`config.mk`:
```
export PLATFORM = sky130hd
export DESIGN_NAME = add_round_key_stage_flat
export DESIGN_NICKNAME = d
export VERILOG_FILES = /design/src/rtl/aes_pkg.sv /design/src/rtl/add_round_key_stage_if.sv /design/src/rtl/ark_skid_buf.sv /design/src/rtl/add_round_key_stage.sv /design/src/flat_wrapper.sv
export SDC_FILE = /design/constraint.sdc
export NUM_CORES = 1
export LEC_CHECK = 0
export ABC_AREA = 0
export BUFFER_PORTS_ARGS = -buffer_cell sky130_fd_sc_hd__clkbuf_2
export CAP_MARGIN = 30
export CORE_AREA = 5 5 153 155
export DETAILED_ROUTE_END_ITERATION = 8
export DIE_AREA = 0 0 158 160
export HOLD_SLACK_MARGIN = 0.12
export PLACE_DENSITY = 0.65
export SYNTH_ARGS = -nofsm -noshare
export SYNTH_HDL_FRONTEND = slang
export SYNTH_SLANG_ARGS = --single-unit
```
`constraint.sdc`:
```
create_clock -name clk -period 4.1 [get_ports clk]
set_clock_uncertainty 0.15 [all_clocks]
set_input_delay 0.205 -clock clk [delete_from_list [all_inputs] [get_ports clk]]
set_output_delay 0.205 -clock clk [all_outputs]
set_load 0.02 [all_outputs]
```
`src/rtl/aes_pkg.sv`:
```
// Shared AES-128 round-datapath definitions: widths, byte indexing, beat payload
// and skid-buffer state encoding.
package aes_pkg;

    localparam int unsigned AES_STATE_W    = 128;
    localparam int unsigned AES_NUM_ROUNDS = 10;
    localparam int unsigned AES_ROUND_W    = 4;

    // Byte 0 sits in the MSBs (FIPS-197 column-major order)
    localparam int unsigned AES_BYTE_W     = 8;
    localparam int unsigned AES_NUM_BYTES  = AES_STATE_W / AES_BYTE_W;
    localparam int unsigned AES_BYTE0_LSB  = AES_STATE_W - AES_BYTE_W;

    function automatic int unsigned aes_byte_lsb(input int unsigned idx);
        return (AES_NUM_BYTES - 1 - idx) * AES_BYTE_W;
    endfunction

    typedef struct packed {
        logic [AES_STATE_W-1:0] state;
        logic [AES_ROUND_W-1:0] round;
        logic                   last;
    } ark_beat_t;

    typedef enum logic [1:0] {
        SKID_EMPTY = 2'd0,
        SKID_ONE   = 2'd1,
        SKID_FULL  = 2'd2
    } skid_state_e;

endpackage

```
`src/rtl/add_round_key_stage_if.sv`:
```
// Upstream/downstream handshake bundle of the AddRoundKey stage.
interface add_round_key_stage_if;

    logic                               in_valid;
    logic                               in_ready;
    logic [aes_pkg::AES_STATE_W-1:0]    in_state;
    logic [aes_pkg::AES_STATE_W-1:0]    in_key;
    logic [aes_pkg::AES_ROUND_W-1:0]    in_round;
    logic                               out_valid;
    logic                               out_ready;
    logic [aes_pkg::AES_STATE_W-1:0]    out_state;
    logic [aes_pkg::AES_ROUND_W-1:0]    out_round;
    logic                               out_last;
    logic                               err_round;

    modport master (
        output in_valid, in_state, in_key, in_round, out_ready,
        input  in_ready, out_valid, out_state, out_round, out_last, err_round
    );

    modport slave (
        input  in_valid, in_state, in_key, in_round, out_ready,
        output in_ready, out_valid, out_state, out_round, out_last, err_round
    );

endinterface

```
`src/rtl/ark_skid_buf.sv`:
```
// Generic 2-entry skid buffer (main + skid register); only built when ARK_SKID_EN
// is defined. in_ready_o is registered and low only while both entries are full.
`ifdef ARK_SKID_EN
module ark_skid_buf
    import aes_pkg::*;
#(
    parameter int unsigned DATA_W = 8
) (
    input  logic              clk,
    input  logic              rst,
    input  logic              in_valid_i,
    output logic              in_ready_o,
    input  logic [DATA_W-1:0] in_data_i,
    output logic              out_valid_o,
    input  logic              out_ready_i,
    output logic [DATA_W-1:0] out_data_o
);

    skid_state_e       state_q, state_d;
    logic [DATA_W-1:0] main_q, main_d;
    logic [DATA_W-1:0] skid_q, skid_d;
    logic              valid_q, in_ready_q;
    logic              accept_c, emit_c;

    assign accept_c = in_valid_i && in_ready_q;
    assign emit_c   = valid_q && out_ready_i;

    always_comb begin
        state_d = state_q;
        main_d  = main_q;
        skid_d  = skid_q;
        case (state_q)
            SKID_EMPTY: begin
                if (accept_c) begin
                    main_d  = in_data_i;
                    state_d = SKID_ONE;
                end
            end
            SKID_ONE: begin
                if (accept_c && emit_c) begin
                    main_d = in_data_i;
                end else if (accept_c) begin
                    skid_d  = in_data_i;
                    state_d = SKID_FULL;
                end else if (emit_c) begin
                    state_d = SKID_EMPTY;
                end
            end
            SKID_FULL: begin
                if (emit_c) begin
                    main_d  = skid_q;
                    state_d = SKID_ONE;
                end
            end
            default: state_d = SKID_EMPTY;
        endcase
    end

    // Flags are registered from the next state so both handshake outputs come off flops
    always_ff @(posedge clk or posedge rst) begin
        if (rst) begin
            state_q    <= SKID_EMPTY;
            main_q     <= '0;
            skid_q     <= '0;
            valid_q    <= 1'b0;
            in_ready_q <= 1'b1;
        end else begin
            state_q    <= state_d;
            main_q     <= main_d;
            skid_q     <= skid_d;
            valid_q    <= (state_d != SKID_EMPTY);
            in_ready_q <= (state_d != SKID_FULL);
        end
    end

    assign in_ready_o  = in_ready_q;
    assign out_valid_o = valid_q;
    assign out_data_o  = main_q;

endmodule
`endif

```
`src/rtl/add_round_key_stage.sv`:
```
// Registered AddRoundKey stage feeding sub_bytes. Define ARK_SKID_EN for the
// 2-entry skid buffer with registered in_ready; otherwise a single output register.
module add_round_key_stage
    import aes_pkg::*;
#(
    parameter int unsigned STATE_W    = AES_STATE_W,
    parameter int unsigned NUM_ROUNDS = AES_NUM_ROUNDS
) (
    input  logic                 clk,
    input  logic                 rst,
    add_round_key_stage_if.slave bus
);

    localparam logic [AES_ROUND_W-1:0] LAST_ROUND = AES_ROUND_W'(NUM_ROUNDS);

    logic [STATE_W-1:0] keyed_c;
    ark_beat_t          beat_c;
    ark_beat_t          out_beat;
    logic               in_ready_c;
    logic               accept_c;
    logic               out_valid_c;
    logic               err_q, err_d;

    assign keyed_c  = bus.in_state ^ bus.in_key;
    assign accept_c = bus.in_valid && in_ready_c;

    always_comb begin
        beat_c       = '0;
        beat_c.state = keyed_c;
        beat_c.round = bus.in_round;
        beat_c.last  = (bus.in_round == LAST_ROUND);
    end

    // Out-of-range round indices still pass through; the error flag is sticky until reset
    assign err_d = err_q || (accept_c && (bus.in_round > LAST_ROUND));

    always_ff @(posedge clk or posedge rst) begin
        if (rst) err_q <= 1'b0;
        else     err_q <= err_d;
    end

`ifdef ARK_SKID_EN
    logic [$bits(ark_beat_t)-1:0] skid_out;

    ark_skid_buf #(
        .DATA_W ($bits(ark_beat_t))
    ) u_skid (
        .clk         (clk),
        .rst         (rst),
        .in_valid_i  (bus.in_valid),
        .in_ready_o  (in_ready_c),
        .in_data_i   (beat_c),
        .out_valid_o (out_valid_c),
        .out_ready_i (bus.out_ready),
        .out_data_o  (skid_out)
    );

    assign out_beat = ark_beat_t'(skid_out);
`else
    ark_beat_t out_q, out_d;
    logic      out_valid_q, out_valid_d;

    // Ready whenever the register is empty or is being drained this cycle
    assign in_ready_c = !out_valid_q || bus.out_ready;

    always_comb begin
        out_d       = out_q;
        out_valid_d = out_valid_q;
        if (accept_c) begin
            out_d       = beat_c;
            out_valid_d = 1'b1;
        end else if (out_valid_q && bus.out_ready) begin
            out_valid_d = 1'b0;
        end
    end

    always_ff @(posedge clk or posedge rst) begin
        if (rst) begin
            out_q       <= '0;
            out_valid_q <= 1'b0;
        end else begin
            out_q       <= out_d;
            out_valid_q <= out_valid_d;
        end
    end

    assign out_valid_c = out_valid_q;
    assign out_beat    = out_q;
`endif

    assign bus.in_ready  = in_ready_c;
    assign bus.out_valid = out_valid_c;
    assign bus.out_state = out_beat.state;
    assign bus.out_round = out_beat.round;
    assign bus.out_last  = out_beat.last;
    assign bus.err_round = err_q;

endmodule

```
`src/flat_wrapper.sv`:
```
// flat-port wrapper written by rule: the top's interface ports become plain ports
module add_round_key_stage_flat import aes_pkg::*;
#(
    parameter int unsigned STATE_W    = AES_STATE_W,
    parameter int unsigned NUM_ROUNDS = AES_NUM_ROUNDS
)
  (clk, rst, bus_in_valid, bus_in_state, bus_in_key, bus_in_round, bus_out_ready, bus_in_ready, bus_out_valid, bus_out_state, bus_out_round, bus_out_last, bus_err_round);
  add_round_key_stage_if bus_i ();
  input  logic clk;
  input  logic rst;
  input wire logic [$bits(bus_i.in_valid)-1:0] bus_in_valid;
  input wire logic [$bits(bus_i.in_state)-1:0] bus_in_state;
  input wire logic [$bits(bus_i.in_key)-1:0] bus_in_key;
  input wire logic [$bits(bus_i.in_round)-1:0] bus_in_round;
  input wire logic [$bits(bus_i.out_ready)-1:0] bus_out_ready;
  output wire logic [$bits(bus_i.in_ready)-1:0] bus_in_ready;
  output wire logic [$bits(bus_i.out_valid)-1:0] bus_out_valid;
  output wire logic [$bits(bus_i.out_state)-1:0] bus_out_state;
  output wire logic [$bits(bus_i.out_round)-1:0] bus_out_round;
  output wire logic [$bits(bus_i.out_last)-1:0] bus_out_last;
  output wire logic [$bits(bus_i.err_round)-1:0] bus_err_round;
  assign bus_i.in_valid = bus_in_valid;
  assign bus_i.in_state = bus_in_state;
  assign bus_i.in_key = bus_in_key;
  assign bus_i.in_round = bus_in_round;
  assign bus_i.out_ready = bus_out_ready;
  assign bus_in_ready = bus_i.in_ready;
  assign bus_out_valid = bus_i.out_valid;
  assign bus_out_state = bus_i.out_state;
  assign bus_out_round = bus_i.out_round;
  assign bus_out_last = bus_i.out_last;
  assign bus_err_round = bus_i.err_round;
  add_round_key_stage #(.STATE_W(STATE_W), .NUM_ROUNDS(NUM_ROUNDS)) u_core (.clk(clk), .rst(rst), .bus(bus_i));
endmodule
```
==> results.sh, run 1 <==
export IMPL_async_flop_share_pct=100
export IMPL_die_h_microns=160
export IMPL_synth_main_ff_cell="dfrtp_1"
export IMPL_pin_count=400
export IMPL_routabilityCongestion=0.789
export IMPL_cts_buffer_depth=2
export IMPL_io_buffers=399
export IMPL_cts_made_buffers=17
export IMPL_die_w_microns=158
export IMPL_rows=54
export IMPL_cts_sinks=135
export IMPL_tool_error="[ERROR RSZ-0060] Max buffer count reached."
export IMPL_initial_core_util_pct=31.5
export IMPL_status="aborted with a tool error"
export IMPL_synth_avg_cell_area_sq_um=11.8
export IMPL_hold_buffers=252
export IMPL_cts_resized=0
export IMPL_dpl_hpwl_microns=15200
export IMPL_htree_levels=4
export IMPL_ys_types=20
export IMPL_yosys_warnings=0
export IMPL_netlist_area_sq_mm=0.00682
export IMPL_syn_inst=576
export IMPL_ys_seq_area_share_pct=49.5
export IMPL_cts_setup_buffers=0
export IMPL_cts_root_buf="clkbuf_16"
export IMPL_synth_edf_count=0
export IMPL_lastStage="clock tree synthesis (4_1_cts)"
export IMPL_synth_net_count=840
export IMPL_ys_seq_elements=135
## cell usage after synthesis, types with 2 or more instances
library cell,count,area (sq um)
a21oi_1,156,781
a21oi_2,70,613
a21oi_4,30,488
buf_12,2,40.0
buf_2,4,20.0
buf_6,8,90.1
buf_8,5,75.1
clkbuf_1,24,90.1
dfrtp_1,135,3380
mux2_2,5,56.3
xnor2_1,128,1120
## through the flow
step | cell area [sq um] | util [%] | worst slack (ps) | std cells | hold slack [ps]
2_1_floorplan | 6820 | - | 134 | 576 | 205
3_3_place_gp | 8950 | 41.3 | 1740 | 1220 | 185
3_5_place_dp | 8950 | 41.3 | 1690 | 1220 | 186
## logic make-up after synthesis
group	after synthesis	synth area share, %
AOI/OAI and AO/OA	258	27.8
muxes	5	0.825
and+or+nand+nor	5	0.623
xor gates and xnor gates	128	16.4
DFF	135	49.5
buffers and inverters	45	4.79
==> run 2: changes to the inputs <==
Settings changed: CORE_AREA 5 5 153 155 to 5 5 150 152, DIE_AREA 0 0 158 160 to 0 0 155 157, HOLD_SLACK_MARGIN 0.12 to default, PLACE_DENSITY 0.65 to default, PLACE_DENSITY_LB_ADDON from default to 0.15.
Clock period 4.1 ns to 5.33 ns, I/O delays scaled along.
==> run 2 against run 1 <==
Effect of this change:
- the run now ends clean
- synthesized area did not move
- synthesized cell count did not move
==> results.sh, run 2 <==
export IMPL_cts_made_buffers=17
export IMPL_hold_end="u_core.bus.out_state[5]$_DFFE_PP0P_"
export IMPL_syn_inst=576
export IMPL_status="complete, no violations"
export IMPL_async_flop_share_pct=100
export IMPL_critPathMaxStageDelay_ps=510
export IMPL_p_sw_mw=1.14
export IMPL_overflow=0
export IMPL_synth_net_count=840
export IMPL_timing_rr_end="u_core.bus.out_state[71]$_DFFE_PP0P_"
export IMPL_r2r_cells=5
export IMPL_cts_sinks=135
export IMPL_r2r_start="u_core.bus.out_valid$_DFFE_PP0P_"
export IMPL_drt_iter0_drc=291
export IMPL_pin_count=400
export IMPL_vias_per_cell=4.44
export IMPL_start_kind="flop"
export IMPL_ys_seq_elements=135
export IMPL_grt_max_degree=82
export IMPL_muxShareOfSynthArea_pct=0.825
export IMPL_yosys_area_top_type="dfrtp_1"
export IMPL_critPathSlowestCell="and2_4"
export IMPL_clock_power_share_pct=33.1
export IMPL_p_leak_nw=4.57
export IMPL_min_delay_start="bus_in_state[5]"
export IMPL_area_growth_pct=50.9
export IMPL_cts_root_buf="clkbuf_16"
export IMPL_final_common_cell="clkbuf_2"
export IMPL_dr_pass1_iters=4
export IMPL_synth_top_family_by_area="compound AO/OA/AOI/OAI gates"
export IMPL_path_buf_inv=2
export IMPL_yosys_warnings=0
export IMPL_grt_antenna_before_repair=0
export IMPL_vias=5872
export IMPL_grt_pass1_wl_microns=32600
export IMPL_grtUsageTotal_pct=16.9
export IMPL_hold_path_class="in -> reg"
export IMPL_slew_violations=0
export IMPL_pwr_share_comb_pct=30.0
export IMPL_synthAdderAreaFrac_pct=0
export IMPL_rsz0062_at_grt="false"
export IMPL_timing_setup_tns_ps=0
export IMPL_r2r_slack_ps=2610
export IMPL_worst_pin_slew_ps=893
export IMPL_hold_path_cell_count=3
export IMPL_grt_pass1_vias=6081
export IMPL_clock_latency_ps=410
export IMPL_wire_per_inst_microns=16.0
export IMPL_cp_top_family="simple AND/OR/NAND/NOR gates"
export IMPL_largest_reg_flops=128
export IMPL_period_share_pct=51.0
export IMPL_hold_viol_final=0
export IMPL_synth_avg_cell_area_sq_um=11.8
export IMPL_coreArea_sq_mm=0.0209
export IMPL_relSlewSlack_pct=40.5
export IMPL_dieArea_sq_mm=0.0243
export IMPL_fin_ws_ps=2610
export IMPL_netlist_area_sq_mm=0.00682
export IMPL_end_kind="flop"
export IMPL_synth_xor_area_share_pct=16.4
export IMPL_seqPwrFrac_pct=36.9
export IMPL_fmax_mhz=368
export IMPL_ys_seq_area_share_pct=49.5
export IMPL_initial_core_util_pct=32.7
export IMPL_pre_cts_ws_ps=2620
export IMPL_routabilityCongestion=0.757
export IMPL_tritoncts="yes"
export IMPL_clkTransAtPathRegs_ps=60
export IMPL_swShare_pct=33.1
export IMPL_cts_setup_buffers=0
export IMPL_ys_types=20
export IMPL_die_w_microns=155
export IMPL_setup_viol=0
export IMPL_synthTopCellsByArea="dfrtp_1, xnor2_1, a21oi_1"
export IMPL_crit_fanout=65
export IMPL_io_buffers=399
export IMPL_final_nets=1299
export IMPL_hold_buffers=80
export IMPL_synth_most_common_cell="a21oi_1"
export IMPL_diodes=0
export IMPL_critPathArrivalTime_ps=2840
export IMPL_drc=0
export IMPL_rows=53
export IMPL_period_needed_ps=2720
export IMPL_synth_top_area_share_pct=49.5
export IMPL_dpl_hpwl_microns=15200
export IMPL_vdd_ir_drop_max_v=0.000213
export IMPL_cap_violations=0
export IMPL_p_int_mw=2.31
export IMPL_path_cells="nand2b_4, and2_4, buf_16, buf_12, a21oi_2"
export IMPL_synthSimpleGateAreaFrac_pct=0.624
export IMPL_synth_edf_count=0
export IMPL_final_cell_mix="clkbuf_2, a21oi_1, dfrtp_1"
export IMPL_drive_above_1_share_pct=51.8
export IMPL_worstSetupStartpoint="u_core.bus.out_valid$_DFFE_PP0P_"
export IMPL_cts_buffer_depth=2
export IMPL_cts_resized=0
export IMPL_p_per_area_mw_per_mm2=335
export IMPL_place_inst=1211
export IMPL_ys_top_cells_by_count="a21oi_1, dfrtp_1, xnor2_1"
export IMPL_final_instance_count_excl_fill=1322
export IMPL_htree_levels=4
export IMPL_die_h_microns=157
export IMPL_criticalPathCategory="reg -> reg"
export IMPL_synth_compound_area_share_pct=27.8
export IMPL_worstPathRequired_ps=5450
export IMPL_synth_main_ff_cell="dfrtp_1"
export IMPL_wirelength_microns=21200
export IMPL_ant_nets=0
==> run 2: kinds of logic (layout without fill, tap and decap cells) <==
| group | Yosys count | after routing |
|---|---|---|
| xor gates and xnor gates | 128 | 128 |
| muxes | 5 | 5 |
| DFF | 135 | 135 |
| and+or+nand+nor | 5 | 5 |
| AOI/OAI and AO/OA | 258 | 258 |
| buffers and inverters | 45 | 516 |
==> run 2: power by group through the flow <==
stage               clock [mW]  sequential, mW  combinational, mW
floorplan                    0            1.49              0.408
global placement             0            1.29              0.982
detailed placement           0            1.29              0.988
CTS                       1.18            1.27               1.05
global route              1.22            1.29               1.12
finish                    1.14            1.27               1.03
==> run 2: routing by layer <==
metal,GRT usage (%),wire length (microns),vias to the layer above
li1,-,-,2904
met1,20.0,8000,2737
met2,30.3,11400,214
met3,4.34,1480,17
met4,4.88,299,0
met5,0,0,-
==> run 2: worst register-to-register path: stages (launching register included) <==
cell,delay [ps]
dfrtp_1,410
nand2b_4,470
and2_4,550
buf_16,300
buf_12,520
a21oi_2,190
==> run 2: worst max path at each step <==
stage                                                       end  slack [ps]  cells past startpoint
after floorplan                  u_core.bus.err_round$_DFF_PP0_        1300                      1
after global placement     u_core.bus.out_state[70]$_DFFE_PP0P_        2470                      5
after detailed placement  u_core.bus.out_state[117]$_DFFE_PP0P_        2620                      5
after CTS                 u_core.bus.out_state[104]$_DFFE_PP0P_        2610                      5
after global routing       u_core.bus.out_state[76]$_DFFE_PP0P_        2470                      5
final                      u_core.bus.out_state[71]$_DFFE_PP0P_        2610                      5
==> run 2: final cells by class <==
cell class,count,area [sq um]
fill,1993,10600
clock inverter,11,126
inverter,1,8.76
tap,275,344
sequential,135,3380
clock buffer,20,447
timing repair buffer,484,2870
multi-input combinational,396,3120
==> run 2: through the flow <==
| step | area (sq um) | total power [mW] | util, % | hold slack, ps |
|---|---|---|---|---|
| 6_report | 10300 | 3.45 | 49.3 | 14.0 |
| 5_1_grt | 10300 | 3.63 | 49.3 | 1.43 |
| 4_1_cts | 10300 | 3.51 | 49.3 | 0.732 |
| 3_3_place_gp | 8890 | 2.27 | 42.6 | 304 |
| 2_1_floorplan | 6820 | 1.90 | - | 267 |
| 3_5_place_dp | 8920 | 2.28 | 42.7 | 307 |
(Power assumes the default switching activity.)
==> run 3: changes to the inputs <==
Settings changed: ABC_AREA 0 to 1, CORE_AREA 5 5 150 152 to 5 5 152 154, DIE_AREA 0 0 155 157 to 0 0 157 159.
Clock period 5.33 ns to 2.6 ns, I/O delays scaled along.
==> run 3 against run 2 <==
Effect of this change:
- fmax is 66% higher
- utilization rose by 5.2 points
- wire length grew 9.3%
- cell area is 14% higher
- register-to-register slack got worse by 1600 ps
- combinational power grew 110%
- critical path depth is the same
- flip-flop and latch count unchanged
- synthesized cell count increased by 22%
- critical endpoint is now u_core.bus.out_state[81]$_DFFE_PP0P_
- highest routed layer unchanged
==> results.sh, run 3 <==
export IMPL_wire_per_inst_microns=14.0
export IMPL_vias_per_cell=4.17
export IMPL_syn_inst=705
export IMPL_r2r_slack_ps=960
export IMPL_ys_seq_elements=135
export IMPL_setup_viol=0
export IMPL_wirelength_microns=23200
export IMPL_critPathArrivalTime_ps=1830
export IMPL_utilization_pct=54.5
export IMPL_rows=54
export IMPL_pin_count=400
export IMPL_synth_main_ff_cell="dfrtp_1"
export IMPL_async_flop_share_pct=100
export IMPL_synth_avg_cell_area_sq_um=8.82
export IMPL_p_leak_nw=6.49
export IMPL_cts_setup_buffers=0
export IMPL_place_area_sq_mm=0.00851
export IMPL_p_per_area_mw_per_mm2=612
export IMPL_synth_edf_count=0
export IMPL_clkTransAtPathRegs_ps=60
export IMPL_final_common_cell="nand2_1"
export IMPL_fmax_mhz=611
export IMPL_vias=6912
export IMPL_final_cell_mix="nand2_1, clkbuf_2, dlygate4sd3_1"
export IMPL_grt_antenna_before_repair=1
export IMPL_ys_types=12
export IMPL_fin_ws_ps=962
export IMPL_timing_setup_tns_ps=0
export IMPL_final_nets=1628
export IMPL_area_growth_pct=88.9
export IMPL_crit_fanout=69
export IMPL_hold_path_cell_count=6
export IMPL_cts_root_buf="clkbuf_16"
export IMPL_end_kind="flop"
export IMPL_clock_latency_ps=410
export IMPL_synthTopCellsByArea="dfrtp_1, nand2_1, xor2_1"
export IMPL_period_share_pct=63.0
export IMPL_relSlewSlack_pct=49.8
export IMPL_critPathSlowestCell="dfrtp_1"
export IMPL_overflow=0
export IMPL_yosys_area_top_type="dfrtp_1"
export IMPL_vdd_ir_drop_max_v=0.000388
export IMPL_cts_resized=0
export IMPL_path_cells="nand2_1, nand2_4, buf_12, nand2_1, nand2_1"
export IMPL_dpl_hpwl_microns=14900
export IMPL_dr_pass1_iters=4
export IMPL_hold_viol_final=0
export IMPL_criticalPathCategory="reg -> reg"
export IMPL_coreArea_sq_mm=0.0216
export IMPL_htree_levels=4
export IMPL_pre_cts_ws_ps=949
export IMPL_ant_nets=0
export IMPL_min_delay_start="bus_out_ready"
export IMPL_period_needed_ps=1640
export IMPL_synth_net_count=969
export IMPL_synth_most_common_cell="nand2_1"
export IMPL_yosys_warnings=0
export IMPL_grt_max_degree=136
export IMPL_cts_buffer_depth=2
export IMPL_grt_pass1_vias=7680
export IMPL_hold_end="u_core.bus.out_state[124]$_DFFE_PP0P_"
export IMPL_initial_core_util_pct=28.8
export IMPL_netlist_area_sq_mm=0.00622
export IMPL_grtUsageTotal_pct=18.3
export IMPL_worst_pin_slew_ps=753
export IMPL_drt_iter0_drc=252
export IMPL_cap_violations=0
export IMPL_worstPathRequired_ps=2790
export IMPL_routabilityCongestion=0.735
export IMPL_final_area_sq_mm=0.0117
export IMPL_critical_path_most_common_cell="nand2_1"
export IMPL_critPathMaxStageDelay_ps=410
export IMPL_grt_pass1_wl_microns=37200
export IMPL_drc=0
export IMPL_die_h_microns=159
export IMPL_drive_above_1_share_pct=31.9
export IMPL_dieArea_sq_mm=0.0250
export IMPL_r2r_start="u_core.bus.out_valid$_DFFE_PP0P_"
export IMPL_timing_rr_end="u_core.bus.out_state[81]$_DFFE_PP0P_"
export IMPL_status="complete, no violations"
export IMPL_die_w_microns=157
export IMPL_cts_made_buffers=17
export IMPL_ys_seq_area_share_pct=54.3
export IMPL_largest_reg_flops=128
export IMPL_start_kind="flop"
export IMPL_hold_path_class="in -> reg"
export IMPL_io_buffers=399
export IMPL_ys_top_cells_by_count="nand2_1, dfrtp_1, xor2_1"
export IMPL_cts_sinks=135
export IMPL_synth_top_area_share_pct=54.3
export IMPL_rsz0062_at_grt="false"
export IMPL_tritoncts="yes"
export IMPL_slew_violations=0
export IMPL_r2r_cells=5
==> run 3: cell count changes in the layout (fill, tap and decap cells not counted), sizes merged, moves of 5 or more <==
cell,delta
dlygate4sd3,+183
nand2,+400
xor2,+128
mux2,-5
xnor2,-128
a21oi,-255
==> run 3: area by class of cell <==
class                      count  area (sq um)
inverter                       6          26.3
fill                        1936          9810
tap                          280           350
timing repair buffer         668          4710
sequential                   135          3380
multi-input combinational    536          2680
antenna                        1          2.50
clock buffer                  18           439
clock inverter                12           155
==> run 3: how the worst max path moves through the flow <==
stage	endpoint	depth (start not counted)	slack (ps)	startpoint
6_report	u_core.bus.out_state[81]$_DFFE_PP0P_	5	960	u_core.bus.out_valid$_DFFE_PP0P_
5_1_grt	u_core.bus.out_state[62]$_DFFE_PP0P_	5	790	u_core.bus.out_valid$_DFFE_PP0P_
4_1_cts	u_core.bus.out_state[111]$_DFFE_PP0P_	5	930	u_core.bus.out_valid$_DFFE_PP0P_
3_5_place_dp	u_core.bus.out_state[81]$_DFFE_PP0P_	5	950	u_core.bus.out_valid$_DFFE_PP0P_
3_3_place_gp	u_core.bus.out_state[64]$_DFFE_PP0P_	5	1010	u_core.bus.out_valid$_DFFE_PP0P_
2_1_floorplan	u_core.bus.err_round$_DFF_PP0_	1	640	rst
==> run 3: power by group <==
part	switching [mW]	internal, mW
Sequential	0.182	2.43
Combinational	1.16	0.979
Clock	0.909	1.52
Total	2.25	4.93
==> run 3: cell families (layout without fill, tap and decap cells) <==
| logic type | Yosys count | in the layout | synth area share, % |
|---|---|---|---|
| AOI/OAI and AO/OA | 3 | 3 | 0.302 |
| buffers and inverters | 34 | 704 | 2.84 |
| and+or+nand+nor | 405 | 405 | 24.5 |
| xor gates and xnor gates | 128 | 128 | 18.0 |
| other | 0 | 1 | 0 |
| DFF | 135 | 135 | 54.3 |
==> run 3: stage by stage <==
stage | hold WS (ps) | instances | total power, mW
floorplan | 81.8 | 705 | 3.55
global placement | 208 | 1362 | 4.33
detailed placement | 210 | 1362 | 4.34
CTS | 235 | 1655 | 7.28
global route | 271 | 1656 | 7.60
finish | 225 | 1656 | 7.18
==> run 3: what timing repair did <==
item	in CTS	in global routing
setup endpoints to repair	0	0
endpoints found under the hold margin	270	0
hold buffers	263	0
==> run 3: worst max-delay path, delay by kind of cell (launching register included) <==
family                 cells  cell delay, ps
and+or+nand+nor            4             650
buffers and inverters      1             340
DFF                        1             410
==> run 3: metal layers <==
| metal | wire length (microns) | track usage [%] | vias up |
|---|---|---|---|
| li1 | - | - | 3431 |
| met1 | 9050 | 20.6 | 3149 |
| met2 | 11500 | 32.7 | 296 |
| met3 | 2070 | 5.87 | 36 |
| met4 | 539 | 5.80 | 0 |
| met5 | 0 | 0 | - |
==> run 4: changes to the inputs <==
Settings changed: ABC_AREA 1 to 0, CORE_AREA 5 5 152 154 to 5 5 150 152, DIE_AREA 0 0 157 159 to 0 0 155 157.
Clock period 2.6 ns to 1.6 ns, I/O delays scaled along.
==> run 4 against run 3 <==
Effect of this change:
- the flow now stops in clock tree synthesis (4_1_cts)
- synthesized cell count is 18% lower
- synthesized area rose by 9.8%
==> results.sh, run 4 <==
export IMPL_cts_sinks=135
export IMPL_syn_inst=576
export IMPL_synthTopCellsByArea="dfrtp_1, xnor2_1, a21oi_1"
export IMPL_yosys_warnings=0
export IMPL_status="aborted with a tool error"
export IMPL_io_buffers=399
export IMPL_htree_levels=4
export IMPL_ys_types=20
export IMPL_ys_seq_elements=135
export IMPL_synth_main_ff_cell="dfrtp_1"
export IMPL_dpl_hpwl_microns=15500
export IMPL_rows=53
export IMPL_netlist_area_sq_mm=0.00682
export IMPL_initial_core_util_pct=32.7
export IMPL_cts_resized=1
export IMPL_hold_buffers=252
export IMPL_ys_seq_area_share_pct=49.5
export IMPL_ys_top_cells_by_count="a21oi_1, dfrtp_1, xnor2_1"
export IMPL_pin_count=400
export IMPL_async_flop_share_pct=100
export IMPL_synth_top_area_share_pct=49.5
export IMPL_synth_avg_cell_area_sq_um=11.8
export IMPL_cts_root_buf="clkbuf_16"
export IMPL_place_inst=1219
export IMPL_yosys_area_top_type="dfrtp_1"
export IMPL_cts_buffer_depth=2
export IMPL_die_w_microns=155
export IMPL_cts_made_buffers=17
export IMPL_synth_most_common_cell="a21oi_1"
export IMPL_routabilityCongestion=0.734
export IMPL_synth_net_count=840
export IMPL_cts_setup_buffers=0
export IMPL_tool_error="[ERROR RSZ-0060] Max buffer count reached."
export IMPL_lastStage="clock tree synthesis (4_1_cts)"
export IMPL_die_h_microns=157
export IMPL_synth_edf_count=0
## run 4: metrics by stage
stage	hold WS [ps]	TNS, ps	setup slack, ps	area (sq um)
2_1_floorplan	80.5	-41740	-309	6830
3_3_place_gp	86.7	0	147	9090
3_5_place_dp	85.7	0	117	9090
## run 4: cell families after synthesis
group                     share of synthesized area, %
AOI/OAI and AO/OA                                 27.8
xor gates and xnor gates                          16.4
buffers and inverters                             4.79
DFF                                               49.5
muxes                                            0.825
and+or+nand+nor                                  0.623
